===== src/rtl/mux_lane_arbiter_if.sv =====
// mux_lane_arbiter_if: request, lane and response signals of the mux lane
// arbiter. The master modport is the arbiter's view; the slave modport is
// the view of the requesters, the mux lane and the response consumer.
interface mux_lane_arbiter_if #(
   parameter int WIDTH = 8
);
   logic             req0_valid;
   logic [1:0]       req0_sel;
   logic [WIDTH-1:0] req0_data;
   logic             req0_ready;
   logic             req1_valid;
   logic [1:0]       req1_sel;
   logic [WIDTH-1:0] req1_data;
   logic             req1_ready;
   logic [1:0]       mux_sel;
   logic [WIDTH-1:0] mux_in;
   logic [WIDTH-1:0] mux_out;
   logic             rsp_valid;
   logic             rsp_id;
   logic [WIDTH-1:0] rsp_data;
   logic             rsp_ready;

   modport master (
      input  req0_valid, req0_sel, req0_data,
      input  req1_valid, req1_sel, req1_data,
      output req0_ready, req1_ready,
      output mux_sel, mux_in,
      input  mux_out,
      output rsp_valid, rsp_id, rsp_data,
      input  rsp_ready
   );

   modport slave (
      output req0_valid, req0_sel, req0_data,
      output req1_valid, req1_sel, req1_data,
      input  req0_ready, req1_ready,
      input  mux_sel, mux_in,
      output mux_out,
      input  rsp_valid, rsp_id, rsp_data,
      output rsp_ready
   );
endinterface


===== src/rtl/mux_lane_arbiter.sv =====
// mux_lane_arbiter: shares one lane of the constant-select mux unit between
// two requesters. One request at a time is latched onto the lane, the lane
// output is captured a cycle later and returned with the requester ID.
// Optional macro MUX_ARB_FIXED_PRIO_EN: requester 0 always wins simultaneous
// requests and the round-robin pointer is removed.
module mux_lane_arbiter #(
   parameter int WIDTH = 8
) (
   input  logic             clk,
   input  logic             rst,
   mux_lane_arbiter_if.master bus
);

   typedef enum logic [1:0] {
      IDLE  = 2'd0,
      DRIVE = 2'd1,
      RESP  = 2'd2
   } state_t;

   state_t           state_q;
   state_t           state_d;
   logic             win_vld;
   logic             win_id;
   logic             hs;
   logic             gnt0;
   logic             gnt1;
   logic             id_q;
   logic [1:0]       sel_q;
   logic [WIDTH-1:0] in_q;
   logic [WIDTH-1:0] rsp_data_q;
   logic             rsp_valid_q;
`ifndef MUX_ARB_FIXED_PRIO_EN
   logic             ptr_q;
`endif

   // Winner among the valid requesters
   always_comb begin
      win_vld = bus.req0_valid | bus.req1_valid;
`ifdef MUX_ARB_FIXED_PRIO_EN
      win_id  = ~bus.req0_valid;
`else
      if (bus.req0_valid && bus.req1_valid) begin
         win_id = ptr_q;
      end else begin
         win_id = bus.req1_valid;
      end
`endif
   end

   // Next state and grant decode; grants only exist in IDLE
   always_comb begin
      state_d = state_q;
      hs      = 1'b0;
      gnt0    = 1'b0;
      gnt1    = 1'b0;
      case (state_q)
         IDLE: begin
            if (win_vld) begin
               gnt0    = ~win_id;
               gnt1    = win_id;
               hs      = 1'b1;
               state_d = DRIVE;
            end
         end
         DRIVE: state_d = RESP;
         RESP: begin
            if (bus.rsp_ready) begin
               state_d = IDLE;
            end
         end
         default: state_d = IDLE;
      endcase
   end

   // Readies are masked while reset is held so nothing looks accepted
   assign bus.req0_ready = gnt0 & ~rst;
   assign bus.req1_ready = gnt1 & ~rst;

   // State, response-valid and priority pointer
   always_ff @(posedge clk or posedge rst) begin
      if (rst) begin
         state_q     <= IDLE;
         rsp_valid_q <= 1'b0;
`ifndef MUX_ARB_FIXED_PRIO_EN
         ptr_q       <= 1'b0;
`endif
      end else begin
         state_q <= state_d;
         if (state_q == DRIVE) begin
            rsp_valid_q <= 1'b1;
         end else if (state_q == RESP && bus.rsp_ready) begin
            rsp_valid_q <= 1'b0;
         end
`ifndef MUX_ARB_FIXED_PRIO_EN
         // Hand priority to the requester that did not just complete
         if (state_q == RESP && bus.rsp_ready) begin
            ptr_q <= ~id_q;
         end
`endif
      end
   end

   // Lane select/data and owner ID latched on the handshake, held otherwise
   always_ff @(posedge clk or posedge rst) begin
      if (rst) begin
         sel_q <= 2'd0;
         in_q  <= '0;
         id_q  <= 1'b0;
      end else if (hs) begin
         sel_q <= win_id ? bus.req1_sel  : bus.req0_sel;
         in_q  <= win_id ? bus.req1_data : bus.req0_data;
         id_q  <= win_id;
      end
   end

   // Lane output captured at the end of the single DRIVE cycle
   always_ff @(posedge clk or posedge rst) begin
      if (rst) begin
         rsp_data_q <= '0;
      end else if (state_q == DRIVE) begin
         rsp_data_q <= bus.mux_out;
      end
   end

   assign bus.mux_sel   = sel_q;
   assign bus.mux_in    = in_q;
   assign bus.rsp_valid = rsp_valid_q;
   assign bus.rsp_id    = id_q;
   assign bus.rsp_data  = rsp_data_q;

endmodule


===== src/flat_wrapper.sv =====
// flat-port wrapper written by rule: the top's interface ports become plain ports
module mux_lane_arbiter_flat 
#(
   parameter int WIDTH = 8
)
  (clk, rst, bus_req0_valid, bus_req0_sel, bus_req0_data, bus_req1_valid, bus_req1_sel, bus_req1_data, bus_req0_ready, bus_req1_ready, bus_mux_sel, bus_mux_in, bus_mux_out, bus_rsp_valid, bus_rsp_id, bus_rsp_data, bus_rsp_ready);
  mux_lane_arbiter_if #(.WIDTH(WIDTH)) bus_i ();
  input  logic clk;
  input  logic rst;
  input wire logic [$bits(bus_i.req0_valid)-1:0] bus_req0_valid;
  input wire logic [$bits(bus_i.req0_sel)-1:0] bus_req0_sel;
  input wire logic [$bits(bus_i.req0_data)-1:0] bus_req0_data;
  input wire logic [$bits(bus_i.req1_valid)-1:0] bus_req1_valid;
  input wire logic [$bits(bus_i.req1_sel)-1:0] bus_req1_sel;
  input wire logic [$bits(bus_i.req1_data)-1:0] bus_req1_data;
  output wire logic [$bits(bus_i.req0_ready)-1:0] bus_req0_ready;
  output wire logic [$bits(bus_i.req1_ready)-1:0] bus_req1_ready;
  output wire logic [$bits(bus_i.mux_sel)-1:0] bus_mux_sel;
  output wire logic [$bits(bus_i.mux_in)-1:0] bus_mux_in;
  input wire logic [$bits(bus_i.mux_out)-1:0] bus_mux_out;
  output wire logic [$bits(bus_i.rsp_valid)-1:0] bus_rsp_valid;
  output wire logic [$bits(bus_i.rsp_id)-1:0] bus_rsp_id;
  output wire logic [$bits(bus_i.rsp_data)-1:0] bus_rsp_data;
  input wire logic [$bits(bus_i.rsp_ready)-1:0] bus_rsp_ready;
  assign bus_i.req0_valid = bus_req0_valid;
  assign bus_i.req0_sel = bus_req0_sel;
  assign bus_i.req0_data = bus_req0_data;
  assign bus_i.req1_valid = bus_req1_valid;
  assign bus_i.req1_sel = bus_req1_sel;
  assign bus_i.req1_data = bus_req1_data;
  assign bus_req0_ready = bus_i.req0_ready;
  assign bus_req1_ready = bus_i.req1_ready;
  assign bus_mux_sel = bus_i.mux_sel;
  assign bus_mux_in = bus_i.mux_in;
  assign bus_i.mux_out = bus_mux_out;
  assign bus_rsp_valid = bus_i.rsp_valid;
  assign bus_rsp_id = bus_i.rsp_id;
  assign bus_rsp_data = bus_i.rsp_data;
  assign bus_i.rsp_ready = bus_rsp_ready;
  mux_lane_arbiter #(.WIDTH(WIDTH)) u_core (.clk(clk), .rst(rst), .bus(bus_i));
endmodule

===== config.mk =====
export PLATFORM = sky130hd
export DESIGN_NAME = mux_lane_arbiter_flat
export DESIGN_NICKNAME = d
export VERILOG_FILES = /design/src/rtl/mux_lane_arbiter_if.sv /design/src/rtl/mux_lane_arbiter.sv /design/src/flat_wrapper.sv
export SDC_FILE = /design/constraint.sdc
export NUM_CORES = 1
export LEC_CHECK = 0
export CAP_MARGIN = 25
export CORE_ASPECT_RATIO = 0.8
export CORE_MARGIN = 4
export CORE_UTILIZATION = 43
export CTS_BUF_LIST = sky130_fd_sc_hd__clkbuf_4 sky130_fd_sc_hd__clkbuf_8
export CTS_CLUSTER_DIAMETER = 120
export DETAILED_ROUTE_END_ITERATION = 8
export PLACE_DENSITY = 0.89
export SLEW_MARGIN = 40
export SYNTH_ARGS = -nofsm -noshare
export SYNTH_HDL_FRONTEND = slang
export SYNTH_SLANG_ARGS = --single-unit

===== constraint.sdc =====
create_clock -name clk -period 4 [get_ports clk]
set_input_delay 1.2 -clock clk [delete_from_list [all_inputs] [get_ports clk]]
set_output_delay 1.2 -clock clk [all_outputs]
set_load 0.01 [all_outputs]

Word level (Yosys, flattened, before mapping)
Index checks and enable logic that the tools add are counted.
{"block": "op_classes", "eq_ne": 4, "n_mux": 14, "bitwise_logic": 6, "n_reduce_logical": 5}
{"cell": "$mux 1", "n": 9}
{"cell": "$mux 8", "n": 1}
{"cell": "$mux 2", "n": 3}
{"cell": "$pmux 2 s3", "n": 1}
{"cell": "$not 1->1", "n": 3}
{"cell": "$and 1x1->1", "n": 2}
{"cell": "$eq 2x1->1 const B", "n": 1}
{"cell": "$eq 2x2->1 const B", "n": 1}
{"cell": "$logic_and 1x1->1", "n": 2}
{"cell": "$logic_not 2->1", "n": 1}
{"cell": "$ne 2x1->1 const B", "n": 1}
{"cell": "$ne 2x2->1 const B", "n": 1}
{"cell": "$reduce_and 2->1", "n": 1}
{"cell": "$reduce_bool 2->1", "n": 1}
{"cell": "$or 1x1->1", "n": 1}
{"block": "totals", "register_bits": 23, "inputBits": 33, "output_inout_bits": 22}

Depth between registers and ports, before layout
{"block": "logic_depth", "depth_word": 6, "ltp_mapped": 4, "ltp_nobuf": 3}

Worst setup path after synthesis
OpenSTA, ideal clock, no wires.
{"block": "synth_timing", "kind": "input -> output", "from": "input port rst", "to": "output port bus_req0_ready", "t_arrival_ns": 2.007, "t_required_ns": 2.800, "setup_slack_ns": 0.793, "cell_stages": 2, "path_buffers": 0, "cell_sequence": "inv_1 -> and3_1"}
{"block": "synth_via", "elab_chain_cells": 2}
{"element": "start, declared", "line_no": "flat_wrapper.sv:9", "source": "input logic rst;"}
{"element": "$not 1->1", "line_no": "mux_lane_arbiter.sv:76", "source": "assign bus.req0_ready = gnt0 & ~rst;"}
{"element": "$and 1x1->1", "line_no": "mux_lane_arbiter.sv:76"}
{"element": "end, declared", "line_no": "flat_wrapper.sv:16", "source": "output wire logic [$bits(bus_i.req0_ready)-1:0] bus_req0_ready;"}
Every way passes these cells.

Worst setup path after layout
{"block": "layout_timing", "from": "input port bus_req0_valid", "to": "output port bus_req0_ready"}
{"block": "layout_via", "elab_chain_cells": 6, "word_cells_on_any_way": 7}
{"element": "start, declared", "line_no": "flat_wrapper.sv:10", "source": "input wire logic [$bits(bus_i.req0_valid)-1:0] bus_req0_valid;"}
{"element": "$logic_and 1x1->1", "line_no": "mux_lane_arbiter.sv:42", "source": "if (bus.req0_valid && bus.req1_valid) begin"}
{"element": "$mux 1", "line_no": "mux_lane_arbiter.sv:42"}
{"element": "$not 1->1", "line_no": "mux_lane_arbiter.sv:59", "source": "gnt0 = ~win_id;"}
{"element": "$mux 1 (*)", "line_no": "mux_lane_arbiter.sv:58", "source": "if (win_vld) begin"}
{"element": "$mux 1 (*)", "line_no": "mux_lane_arbiter.sv:56", "source": "case (state_q)"}
{"element": "$and 1x1->1 (*)", "line_no": "mux_lane_arbiter.sv:76"}
Mark *: on every way between the ends. The rest lies on a longest branch, timed or not.

==> impl_metrics.yaml <==
detailed_routing:
  met2_length_mm: 1.79
  dr.max_layer_used: "met4"
  dr_wl_met3_um: 94
  ant_nets: 0
  wl_per_cell_um: 16.9
  vias: 1026
  wl_met1_mm: 1.18
  drc_errors: 0
  viasPerCell: 5.58
  wirelength_mm: 3.12
  first_pass_iters: 4
  drtIter0Drc: 35
die:
  die_h_um: 51.9
  dieArea_um2: 3270
  initial_core_util_pct: 46.4
  core_area_um2: 2230
  rows: 15
  die_w_um: 62.9
  ios: 55
clock_tree:
  hold_buffers: 0
  htreeDepth: 1
  clk_pin_slew_ns: 0.12
  post_cts_resized: 0
  cts_tree: "yes"
  cts_buffers: 3
  cts_root_buf: "clkbuf_4"
  cts_sinks: 23
  insertion_delay_ns: 0.31
  cts_buffer_depth: 2
  cts_setup_buffers: 0
setup_path:
  cp-end-kind: "output port"
  cp-start-kind: "input pin"
  critPathArrivalTime_ns: 2.71
  required_ns: 2.80
  rr_worst_depth: 2
  worst-path-max-fanout: 3
  worstSetupStartpoint: "bus_req0_valid"
  critPathKind: "input pin to output port"
  regToRegStartpoint: "u_core.state_q[0]"
global_route:
  grt_overflow: 0
  grtUsageTotal_pct: 19.6
  grt_pass1_wl_mm: 4.93
  grt_pass1_vias: 1070
  antenna_found_initial: 0
  grt_max_degree: 24
timing:
  finalSetupViolCount: 0
  tightest_slew_ns: 0.707
  fin_tns_setup_ns: 0
  whs_ns: 0.502
  fmax_ghz: 0.256
  post-route-min-period_ns: 3.91
  timing.final.crit_share_pct: 97.7
  timing.clock.skew_ns: 0.00156
  final_max_slew_viol_count: 0
  relSlewSlack_pct: 52.8
  rsz0062_at_grt: "no"
  finalHoldViolations: 0
layout:
  syn2layout_area_growth_pct: 59.1
  fin_cells: 184
  layout.nets: 193
  n_antenna_cell: 0
  drive_above_1_share_pct: 7.55
  final_common_cell: "clkdlybuf4s50_1"
  num-fill-cells: 152
  final_cell_mix: "clkdlybuf4s50_1, dfrtp_1, o21ai_0"
placed_design:
  dpl.hpwl_mm: 2.50
  placed_cells: 180
  gp_congestion: 0.860
  port-buffer-count: 54
power_and_ir_drop:
  cellPowerDensity_nw_per_um2: 677
  total_power_mw: 1.12
  ir_drop_mv: 0.426
  p_leak_nw: 0.679
hold_path:
  hp-start: "u_core.bus.rsp_data[4]"
  hp-class: "flop to flop"
  min_path_cells: 1
synthesis:
  synthDistinctLibCells: 21
  ys_ff_latch: 23
  synth-edff-count: 0
  syn-mean-instance-area_um2: 10.3
  synth.yosys.seq_area_share_pct: 55.5
  ys.flop_type: "dfrtp_1"
  netlist_instances: 101
  synth_fp_nets: 134
  ys.warnings.count: 0
  async_flop_share_pct: 100
  syn_area_um2: 1040
flow_run:
  cap_violations: 0
outcome:
  status: "complete, no violations"
## synth_stat cells, drive strengths merged (2+ instances only)
master,instances,area [µm²]
nand3,11,55.1
inv,4,15.0
nor2,3,11.3
nor2b,2,12.5
or2,2,12.5
mux2,8,90.1
a21oi,11,55.1
o21ai,13,65.1
a31oi,10,62.6
nand2,2,7.51
dfrtp,23,576
buf,6,35.0
## where the power goes
group | switching [mW] | internal [mW]
Clock | 0.0698 | 0.0375
Sequential | 0.0733 | 0.350
Combinational | 0.257 | 0.330
## registers in the layout (all words and copies together), names as in the netlist
signal,flops
u_core.bus.rsp_valid,1
u_core.ptr_q,1
u_core.bus.rsp_data,8
u_core.bus.mux_in,8
u_core.state_q,2
u_core.bus.rsp_id,1
u_core.bus.mux_sel,2
## critical path, cell delays in order
cell and delay, ns:
clkdlybuf4s50_1 0.43, or2_1 0.25, and2_4 0.17, and3_1 0.17
clkdlybuf4s50_1 0.47
## stage by stage
stage          worst slack [ns]  util (%)  cell area (µm²)
2_1_floorplan             0.793         -             1040
3_3_place_gp              0.140      72.7             1620
3_5_place_dp             0.0965      72.7             1620
4_1_cts                  0.0911      73.9             1650
5_1_grt                  0.0363      73.9             1650
6_report                 0.0939      73.9             1650
## kinds of logic (layout without fill, tap and decap cells)
logic type             Yosys count  count (layout)  share of synthesized area, %
AOI/OAI and AO/OA               34              34                          17.6
and+or+nand+nor                 25              25                          13.0
DFF                             23              23                          55.5
buffers and inverters           11              69                          5.19
muxes                            8               8                          8.69
## final cells by class
type	instances	area, µm²	area share (%)
clock inverter	1	5.00	0.303
clock buffer	3	22.5	1.36
tap	25	31.3	1.90
timing repair buffer	61	593	35.9
sequential	23	576	34.9
inverter	4	15.0	0.910
multi-input combinational	67	408	24.7
## per-layer routing
metal / up-vias / GRT usage, %
met5: - / 0
met4: 0 / 8.06
met3: 7 / 3.24
met2: 31 / 37.3
met1: 511 / 22.0
li1: 477 / -
## path summary, 6_finish.rpt
| kind | slack (ns) | end |
|---|---|---|
| max | 0.09 | bus_req0_ready |
| min | 0.50 | u_core.bus.rsp_data[4] |
| max reg2reg | 2.46 | u_core.bus.rsp_data[1] |
| min reg2reg | 0.50 | u_core.bus.rsp_data[4] |
| max in group asynchronous | 2.49 | u_core.bus.rsp_data[3] |
| min in group asynchronous | 1.29 | u_core.bus.mux_in[0] |
Power figures use the tool's default switching activity.
